==> src/rtl/alu_pkg.sv <==
// Shared encodings for the ALU issue stage: operation codes, ALUOp classes,
// funct field constants and the shift-amount width.
package alu_pkg;

  typedef enum logic [3:0] {
    OP_AND     = 4'b0000,
    OP_OR      = 4'b0001,
    OP_ADD     = 4'b0010,
    OP_SLLI    = 4'b0100,
    OP_SRLI    = 4'b0101,
    OP_EQ      = 4'b1000,
    OP_ILLEGAL = 4'b1111
  } alu_op_e;

  localparam logic [1:0] ALUOP_MEM    = 2'b00;
  localparam logic [1:0] ALUOP_BRANCH = 2'b01;
  localparam logic [1:0] ALUOP_RTYPE  = 2'b10;
  localparam logic [1:0] ALUOP_ITYPE  = 2'b11;

  localparam logic [2:0] F3_ADD = 3'b000;
  localparam logic [2:0] F3_SLL = 3'b001;
  localparam logic [2:0] F3_SRL = 3'b101;
  localparam logic [2:0] F3_OR  = 3'b110;
  localparam logic [2:0] F3_AND = 3'b111;

  localparam logic [6:0] FUNCT7_ZERO = 7'b0000000;
  localparam int         SHAMT_WIDTH = 5;

endpackage

==> src/rtl/alu_issue_if.sv <==
// ID->EX issue bus: decoded fields and operands in, ALU operands/operation out.
// master = environment driving the stage, slave = the issue stage itself.
interface alu_issue_if #(
  parameter int DATA_WIDTH    = 32,
  parameter int OPCODE_LENGTH = 4
);
  logic                     InValid;
  logic                     InReady;
  logic [1:0]               ALUOp;
  logic [2:0]               Funct3;
  logic [6:0]               Funct7;
  logic                     ALUSrc;
  logic [DATA_WIDTH-1:0]    RD1;
  logic [DATA_WIDTH-1:0]    RD2;
  logic [DATA_WIDTH-1:0]    ImmG;
  logic                     Flush;
  logic                     OutValid;
  logic                     OutReady;
  logic [DATA_WIDTH-1:0]    SrcA;
  logic [DATA_WIDTH-1:0]    SrcB;
  logic [OPCODE_LENGTH-1:0] Operation;
  logic                     Illegal;
  logic [7:0]               IllegalCount;

  modport master (
    output InValid, ALUOp, Funct3, Funct7, ALUSrc, RD1, RD2, ImmG, Flush, OutReady,
    input  InReady, OutValid, SrcA, SrcB, Operation, Illegal, IllegalCount
  );

  modport slave (
    input  InValid, ALUOp, Funct3, Funct7, ALUSrc, RD1, RD2, ImmG, Flush, OutReady,
    output InReady, OutValid, SrcA, SrcB, Operation, Illegal, IllegalCount
  );
endinterface

==> src/rtl/alu_op_decode.sv <==
// Combinational ALU control: ALUOp/Funct3/Funct7 -> operation code + illegal flag.
module alu_op_decode
  import alu_pkg::*;
(
  input  logic [1:0] alu_op,
  input  logic [2:0] funct3,
  input  logic [6:0] funct7,
  output alu_op_e    operation,
  output logic       illegal
);

  always_comb begin
    operation = OP_ILLEGAL;
    case (alu_op)
      ALUOP_MEM:    operation = OP_ADD;
      ALUOP_BRANCH: if (funct3 == F3_ADD) operation = OP_EQ;
      ALUOP_RTYPE: begin
        if (funct7 == FUNCT7_ZERO) begin
          case (funct3)
            F3_ADD:  operation = OP_ADD;
            F3_AND:  operation = OP_AND;
            F3_OR:   operation = OP_OR;
            default: operation = OP_ILLEGAL;
          endcase
        end
      end
      ALUOP_ITYPE: begin
        // Logical/arith immediates ignore funct7; only shifts require it clear
        case (funct3)
          F3_ADD:  operation = OP_ADD;
          F3_AND:  operation = OP_AND;
          F3_OR:   operation = OP_OR;
          F3_SLL:  if (funct7 == FUNCT7_ZERO) operation = OP_SLLI;
          F3_SRL:  if (funct7 == FUNCT7_ZERO) operation = OP_SRLI;
          default: operation = OP_ILLEGAL;
        endcase
      end
      default: operation = OP_ILLEGAL;
    endcase
    illegal = (operation == OP_ILLEGAL);
  end

endmodule

==> src/rtl/alu_issue.sv <==
// Registered ID->EX issue stage: decodes the ALU operation, selects/masks SrcB
// and holds the result in a single-entry valid/ready register with flush.
module alu_issue
  import alu_pkg::*;
#(
  parameter int DATA_WIDTH    = 32,
  parameter int OPCODE_LENGTH = 4
) (
  input  logic       clk,
  input  logic       rst_n,
  alu_issue_if.slave bus
);

  logic                  out_valid_q, out_valid_d;
  logic [DATA_WIDTH-1:0] src_a_q, src_a_d;
  logic [DATA_WIDTH-1:0] src_b_q, src_b_d;
  alu_op_e               op_q, op_d;
  logic                  illegal_q, illegal_d;
  logic [7:0]            ill_cnt_q, ill_cnt_d;

  alu_op_e               dec_op;
  logic                  dec_illegal;
  logic                  is_shift;
  logic [DATA_WIDTH-1:0] sel_b;
  logic                  in_ready;
  logic                  xfer_in;
  logic                  xfer_out;

  alu_op_decode u_dec (
    .alu_op    (bus.ALUOp),
    .funct3    (bus.Funct3),
    .funct7    (bus.Funct7),
    .operation (dec_op),
    .illegal   (dec_illegal)
  );

  assign is_shift = (dec_op == OP_SLLI) || (dec_op == OP_SRLI);
  assign sel_b    = bus.ALUSrc ? bus.ImmG : bus.RD2;
  assign in_ready = (!out_valid_q || bus.OutReady) && !bus.Flush;
  assign xfer_in  = bus.InValid && in_ready;
  assign xfer_out = out_valid_q && bus.OutReady;

  always_comb begin
    out_valid_d = out_valid_q;
    src_a_d     = src_a_q;
    src_b_d     = src_b_q;
    op_d        = op_q;
    illegal_d   = illegal_q;
    ill_cnt_d   = ill_cnt_q;

    if (xfer_in) begin
      op_d      = dec_op;
      illegal_d = dec_illegal;
      src_a_d   = dec_illegal ? '0 : bus.RD1;
      if (dec_illegal)   src_b_d = '0;
      else if (is_shift) src_b_d = DATA_WIDTH'(sel_b[SHAMT_WIDTH-1:0]);
      else               src_b_d = sel_b;
    end

    // Flush drops the held entry outright, so it is neither issued nor counted
    if (bus.Flush) begin
      out_valid_d = 1'b0;
    end else begin
      if (xfer_in)       out_valid_d = 1'b1;
      else if (xfer_out) out_valid_d = 1'b0;
      if (xfer_out && illegal_q && !(&ill_cnt_q)) ill_cnt_d = ill_cnt_q + 8'd1;
    end
  end

  always_ff @(posedge clk or negedge rst_n) begin
    if (!rst_n) begin
      out_valid_q <= 1'b0;
      src_a_q     <= '0;
      src_b_q     <= '0;
      op_q        <= OP_AND;
      illegal_q   <= 1'b0;
      ill_cnt_q   <= '0;
    end else begin
      out_valid_q <= out_valid_d;
      src_a_q     <= src_a_d;
      src_b_q     <= src_b_d;
      op_q        <= op_d;
      illegal_q   <= illegal_d;
      ill_cnt_q   <= ill_cnt_d;
    end
  end

  assign bus.InReady      = in_ready;
  assign bus.OutValid     = out_valid_q;
  assign bus.SrcA         = src_a_q;
  assign bus.SrcB         = src_b_q;
  assign bus.Operation    = OPCODE_LENGTH'(op_q);
  assign bus.Illegal      = illegal_q;
  assign bus.IllegalCount = ill_cnt_q;

endmodule

==> src/flat_wrapper.sv <==
// flat-port wrapper written by rule: the top's interface ports become plain ports
module alu_issue_flat import alu_pkg::*;
#(
  parameter int DATA_WIDTH    = 32,
  parameter int OPCODE_LENGTH = 4
)
  (clk, rst_n, bus_InValid, bus_ALUOp, bus_Funct3, bus_Funct7, bus_ALUSrc, bus_RD1, bus_RD2, bus_ImmG, bus_Flush, bus_OutReady, bus_InReady, bus_OutValid, bus_SrcA, bus_SrcB, bus_Operation, bus_Illegal, bus_IllegalCount);
  alu_issue_if #(.DATA_WIDTH(DATA_WIDTH), .OPCODE_LENGTH(OPCODE_LENGTH)) bus_i ();
  input  logic clk;
  input  logic rst_n;
  input wire logic [$bits(bus_i.InValid)-1:0] bus_InValid;
  input wire logic [$bits(bus_i.ALUOp)-1:0] bus_ALUOp;
  input wire logic [$bits(bus_i.Funct3)-1:0] bus_Funct3;
  input wire logic [$bits(bus_i.Funct7)-1:0] bus_Funct7;
  input wire logic [$bits(bus_i.ALUSrc)-1:0] bus_ALUSrc;
  input wire logic [$bits(bus_i.RD1)-1:0] bus_RD1;
  input wire logic [$bits(bus_i.RD2)-1:0] bus_RD2;
  input wire logic [$bits(bus_i.ImmG)-1:0] bus_ImmG;
  input wire logic [$bits(bus_i.Flush)-1:0] bus_Flush;
  input wire logic [$bits(bus_i.OutReady)-1:0] bus_OutReady;
  output wire logic [$bits(bus_i.InReady)-1:0] bus_InReady;
  output wire logic [$bits(bus_i.OutValid)-1:0] bus_OutValid;
  output wire logic [$bits(bus_i.SrcA)-1:0] bus_SrcA;
  output wire logic [$bits(bus_i.SrcB)-1:0] bus_SrcB;
  output wire logic [$bits(bus_i.Operation)-1:0] bus_Operation;
  output wire logic [$bits(bus_i.Illegal)-1:0] bus_Illegal;
  output wire logic [$bits(bus_i.IllegalCount)-1:0] bus_IllegalCount;
  assign bus_i.InValid = bus_InValid;
  assign bus_i.ALUOp = bus_ALUOp;
  assign bus_i.Funct3 = bus_Funct3;
  assign bus_i.Funct7 = bus_Funct7;
  assign bus_i.ALUSrc = bus_ALUSrc;
  assign bus_i.RD1 = bus_RD1;
  assign bus_i.RD2 = bus_RD2;
  assign bus_i.ImmG = bus_ImmG;
  assign bus_i.Flush = bus_Flush;
  assign bus_i.OutReady = bus_OutReady;
  assign bus_InReady = bus_i.InReady;
  assign bus_OutValid = bus_i.OutValid;
  assign bus_SrcA = bus_i.SrcA;
  assign bus_SrcB = bus_i.SrcB;
  assign bus_Operation = bus_i.Operation;
  assign bus_Illegal = bus_i.Illegal;
  assign bus_IllegalCount = bus_i.IllegalCount;
  alu_issue #(.DATA_WIDTH(DATA_WIDTH), .OPCODE_LENGTH(OPCODE_LENGTH)) u_core (.clk(clk), .rst_n(rst_n), .bus(bus_i));
endmodule
==> config.mk <==
export PLATFORM = sky130hd
export DESIGN_NAME = alu_issue_flat
export DESIGN_NICKNAME = d
export VERILOG_FILES = /design/src/rtl/alu_pkg.sv /design/src/rtl/alu_issue_if.sv /design/src/rtl/alu_op_decode.sv /design/src/rtl/alu_issue.sv /design/src/flat_wrapper.sv
export SDC_FILE = /design/constraint.sdc
export NUM_CORES = 1
export LEC_CHECK = 0
export CAP_MARGIN = 15
export CELL_PAD_IN_SITES_DETAIL_PLACEMENT = 0
export CELL_PAD_IN_SITES_GLOBAL_PLACEMENT = 2
export CORE_MARGIN = 5
export CORE_UTILIZATION = 30
export DETAILED_ROUTE_END_ITERATION = 10
export DONT_BUFFER_PORTS = 1
export HOLD_SLACK_MARGIN = 0.02
export PLACE_DENSITY_LB_ADDON = 0.1
export RECOVER_POWER = 100
export SYNTH_ARGS = -nofsm -noshare
export SYNTH_HDL_FRONTEND = slang
export SYNTH_SLANG_ARGS = --single-unit
==> constraint.sdc <==
create_clock -name clk -period 2.1 [get_ports clk]
set_input_delay 0.315 -clock clk [delete_from_list [all_inputs] [get_ports clk]]
set_output_delay 0.315 -clock clk [all_outputs]
set_load 0.05 [all_outputs]
# Word-level counts from Yosys, hierarchy flattened
# Cells that the tools add are included.
# word_totals
reg_bits	78
inputBits	114
output_inout_bits	79
word_cells	48
# classes
n_addsub	1
n_eq_ne	10
muxes	14
bitwise_logic	1
n_reduce_logical	16
# op_table
cell	count
2-to-1 mux 32 bit	4
case mux 4 bit (5 select lines)	1
case mux 4 bit (4 select lines)	1
2-to-1 mux 4 bit	3
case mux 4 bit (3 select lines)	1
== test 3 bit (second input constant)	3
adder 8 x 1 -> 8 bit (second input constant)	1
== test 4 x 3 -> 1 bit (second input constant)	2
AND reduction 8 bit	1
logical NOT 7 bit	1
logical AND 1 bit	5
== test 2 bit (second input constant)	2
== test 4 bit (second input constant)	1
== test 3 x 1 -> 1 bit (second input constant)	1
logical NOT 1 bit	3
logical NOT 3 bit	1
2-to-1 mux 1 bit	3
2-to-1 mux 3 bit	1
nonzero test 3 bit	1
== test 2 x 1 -> 1 bit (second input constant)	1
logical NOT 2 bit	1
logical OR 1 bit	2
AND reduction 2 bit	1
inverter 1 bit	1

# Logic depth before layout (Yosys ltp)
# logic_depth
ltp_word	8
mapped_depth	9
ltp_nobuf	6

# Modules after synthesis
# A second synthesis with hierarchy kept.
# unflattened
cells_unflattened	342
hier_area_um2	4031.4
# by_module_without_submodules
mod	n_inst	cells_each	area_each_um2	seq_area_each_um2
alu_issue	1	310	3802.4	1951.9
alu_op_decode	1	32	229.0	0.0

# Worst setup path after synthesis
# OpenSTA, ideal clock, no wires.
# synth_timing
path_kind	register -> register
startpoint	register u_core.out_valid_q, in the netlist u_core.bus.OutValid
endpoint	register u_core.src_a_q[0], in the netlist u_core.bus.SrcA[0]
setup_time_ps	121
arrival_time_ps	2271
required_time_ps	1979
slack_ps	-292
path_stages_with_launch	7
n_path_buf	2
synth_period_minus_slack_ps	2392
cell_sequence	dfrtp_1 -> nor2b_1 -> nor2_1 -> nand2_1 -> clkbuf_1 -> clkbuf_1 -> a22o_1
# synth_via
elab_chain_cells	4
# synth_lines
item	line	source
from (decl)	alu_issue.sv:14	logic out_valid_q, out_valid_d;
from (signal assigned)	alu_issue.sv:79	out_valid_q <= out_valid_d;
logical NOT 1 bit	alu_issue.sv:39	assign in_ready = (!out_valid_q || bus.OutReady) && !bus.Flush;
logical OR 1 bit	alu_issue.sv:39	
logical AND 1 bit	alu_issue.sv:39	
via bus_InReady	flat_wrapper.sv:21	output wire logic [$bits(bus_i.InReady)-1:0] bus_InReady;
logical AND 1 bit	alu_issue.sv:40	assign xfer_in = bus.InValid && in_ready;
to (signal assigned)	alu_issue.sv:80	src_a_q <= src_a_d;
to (decl)	alu_issue.sv:15	logic [DATA_WIDTH-1:0] src_a_q, src_a_d;
# The timed path passes the listed nets, and every way through them passes these cells.
# A chain may end at the register's enable or synchronous reset.

# Worst setup path in the final report
# layout_timing
startpoint	input bus_Funct7[2]
endpoint	register u_core.src_a_q[17], in the netlist u_core.bus.SrcA[17]
# layout_via
elab_chain_cells	6
elab_cells_between_ends	8
cone_classes	1 x eq/ne; 6 x mux; 1 x reduce/logical
# layout_lines
item	line	source
from (decl)	flat_wrapper.sv:14	input wire logic [$bits(bus_i.Funct7)-1:0] bus_Funct7;
logical NOT 7 bit *	alu_op_decode.sv:18, alu_op_decode.sv:33, alu_op_decode.sv:34	
2-to-1 mux 4 bit, on equally long branches	alu_op_decode.sv:33, alu_op_decode.sv:34	
case mux 4 bit (5 select lines)	alu_op_decode.sv:29	case (funct3)
case mux 4 bit (4 select lines) *	alu_op_decode.sv:14	case (alu_op)
== test 4 bit *	alu_op_decode.sv:40	illegal = (operation == OP_ILLEGAL);
2-to-1 mux 32 bit *	alu_issue.sv:54	src_a_d = dec_illegal ? '0 : bus.RD1;
# Every way passes the cells marked *; elsewhere a longest branch is shown, timed or not.

==> flow_metrics.py <==
metrics = {
    "worst_setup_path": {
        "end_kind": "flop",
        "cp_cell_sequence": "or4_1 -> nor4_4 -> buf_4 -> a221oi_1 -> nor2_2 -> clkbuf_4 -> a22o_1",
        "crit_slowest_cell": "or4_1",
        "critPathRequiredTime_ns": 2.37,
        "cp_max_fo": 38,
        "crit_path_start_kind": "input pin",
        "worst_ep_arrival_time_ns": 2.07,
        "cpPeakStageDelay_ns": 0.56,
        "crit_type": "in -> reg",
    },
    "detailed_routing": {
        "vias_per_cell": 5.13,
        "dr.pass1.iters": 4,
        "wl_per_cell_um": 19.9,
        "drtIter0Drc": 89,
        "wl_um": 8970,
        "final_antenna_net_count": 0,
        "vias": 2310,
        "drc": 0,
    },
    "finish": {
        "fillers": 1167,
        "drive_gt1_share_pct": 12.4,
        "antennaDiodeCount": 0,
        "syn_to_final_growth_pct": 11.9,
        "fin_nets": 417,
        "final_common_cell": "dfrtp_1",
        "final_cell_mix": "dfrtp_1, a22o_1, nand2_1",
    },
    "timing": {
        "skew_ns": 0.00320,
        "fin_crit_sh_pct": 85.8,
        "worst_hold_slack_ns": -0.325,
        "finalSetupTns_ns": 0,
        "relSlewSlack_pct": 49.2,
        "min_period_ns": 1.80,
        "setup_violations": 0,
        "final_max_slew_viol_count": 0,
        "rsz0062_at_grt": "no",
        "fmax_ghz": 0.555,
        "worst_slew_pin_slew_ns": 0.763,
        "finalHoldViolations": 78,
    },
    "place": {
        "io_buffers": 0,
        "place_congestion": 0.721,
        "dp_hpwl_um": 6480,
    },
    "pwr": {
        "power.density_mw_per_mm2": 1140,
        "leakage_nw": 1.77,
        "ir_worst_vdd_mv": 0.521,
    },
    "die": {
        "core_area_sq_mm": 0.0114,
        "fp-row-count": 39,
        "die_area_sq_mm": 0.0138,
        "floorplan.initialDensity_pct": 30.5,
        "fp.dieH_um": 118,
        "io_pins": 193,
        "die_x_um": 118,
    },
    "cts": {
        "clockBufferDepth": 2,
        "cts_resized": 0,
        "numCtsBuffers": 9,
        "insertion_delay_ns": 0.34,
        "htreeDepth": 3,
        "cts_tree": "done",
        "clk_pin_slew_worst_paths_ns": 0.06,
        "cts-root-buf": "clkbuf_16",
        "post_cts_buffers": 0,
        "cts.sinks": 78,
    },
    "global_routing": {
        "first_global_vias": 2554,
        "overflow": 0,
        "grt_pass1_wl_um": 14600,
        "antenna_found_initial": 0,
        "grt_max_degree": 79,
        "grt_use_total_pct": 13.2,
    },
    "job": {
        "drv_cap": 0,
    },
    "outcome": {
        "violations": "negative hold slack",
        "status": "finished with violations",
    },
    "synthesis": {
        "seq_area_frac_synth_pct": 56.2,
        "yosysWarnings": 0,
        "yosysUniqueCellTypes": 40,
        "syn_avg_cell_area_sq_um": 11.8,
        "ys_seq_elements": 78,
        "syn_nets": 409,
        "synth_area_sq_mm": 0.00347,
        "syn_inst": 294,
    },
    "min_path": {
        "worstHoldPathType": "in -> async",
    },
}
## flip-flops by register name, indices dropped and copies added, names as in the netlist
| signal | count |
|---|---|
| u_core.bus.Illegal | 1 |
| u_core.bus.IllegalCount | 8 |
| u_core.bus.Operation | 4 |
| u_core.bus.OutValid | 1 |
| u_core.bus.SrcA | 32 |
| u_core.bus.SrcB | 32 |
## final cells by class
cell class	count	area [sq um]	area share, %
sequential	78	1950	50.3
tap	143	179	4.61
clock inverter	5	33.8	0.870
clock buffer	11	243	6.25
multi-input combinational	191	1350	34.9
timing repair buffer	19	111	2.87
inverter	3	11.3	0.290
## final timing paths
kind                                             from                          to  slack [ns]  depth (start not counted)
setup / recovery                        bus_Funct7[2]         u_core.bus.SrcA[17]        0.30                          7
hold / removal                                  rst_n         u_core.bus.SrcB[31]       -0.33                          0
setup reg to reg           u_core.bus.IllegalCount[0]  u_core.bus.IllegalCount[6]        0.40                          7
hold reg to reg            u_core.bus.IllegalCount[1]  u_core.bus.IllegalCount[1]        0.62                          2
max in group asynchronous                       rst_n  u_core.bus.IllegalCount[7]        2.26                          0
min in group clk                            bus_Flush         u_core.bus.OutValid        0.04                          1
## worst max-delay path: cells and delay by family
kind | cells | cell delay, ns
AO/OA/AOI/OAI | 2 | 0.30
buffers and inverters | 2 | 0.58
AND/OR/NAND/NOR | 3 | 0.87
## metrics by stage
step                      instances  area [sq um]  util [%]  setup WS [ns]  total power, mW
after global placement          434          3720      32.8          0.115             3.11
final                           450          3880      34.2          0.297             4.45
after global routing            450          3880      34.2          0.154             4.66
after detailed placement        434          3720      32.8         0.0316             3.11
after CTS                       450          4000      35.2          0.393             4.58
after floorplan                 294          3480         -         0.0314             2.95
## synthesized netlist by cell type (all sizes together)
library cell  number  area [sq um]
a21oi              2          13.8
nand2             37           139
a31oi              3          18.8
xor2               3          26.3
and3               2          12.5
nand4              1          6.26
o32a               1          10.0
clkbuf            13          48.8
nand4b             1          8.76
a311oi             1          8.76
nand3              3          15.0
nor3b              3          22.5
o311ai             1          8.76
nor2              12          45.0
nor4               1          21.3
o2111ai            1          8.76
xnor2              4          35.0
dfrtp             78          1950
mux2i             27           270
or3                1          6.26
o21a               1          7.51
buf                9          62.6
or4                1          11.3
a22o              37           324
maj3               1          10.0
o211ai             2          15.0
and4               1          8.76
o21ai             31           219
nor2b              3          18.8
mux2               6          67.6
nor3               1          5.00
ha                 1          12.5
a221o              1          11.3
inv                3          11.3
a221oi             1          8.76
## report_power, final
group	internal (mW)	switching, mW
clock network	0.832	0.610
registers	1.70	0.798
logic	0.202	0.303
## layer usage
layer | vias to the layer above | track usage [%] | part of all wire (%)
li1 | 1078 | - | -
met1 | 1094 | 15.9 | 40
met2 | 124 | 19.4 | 45
met3 | 14 | 6.78 | 12
met4 | 0 | 6.31 | 2.3
met5 | - | 0 | 0
## logic make-up after synthesis
logic type	Yosys count	share of synthesized area, %
xor+xnor	7	1.77
buf+inv	25	3.53
mux	33	9.73
flops	78	56.2
compound gates	82	18.9
fa+ha+maj	2	0.649
simple gates	67	9.23
No activity file was read; power rests on OpenSTA's default activity.
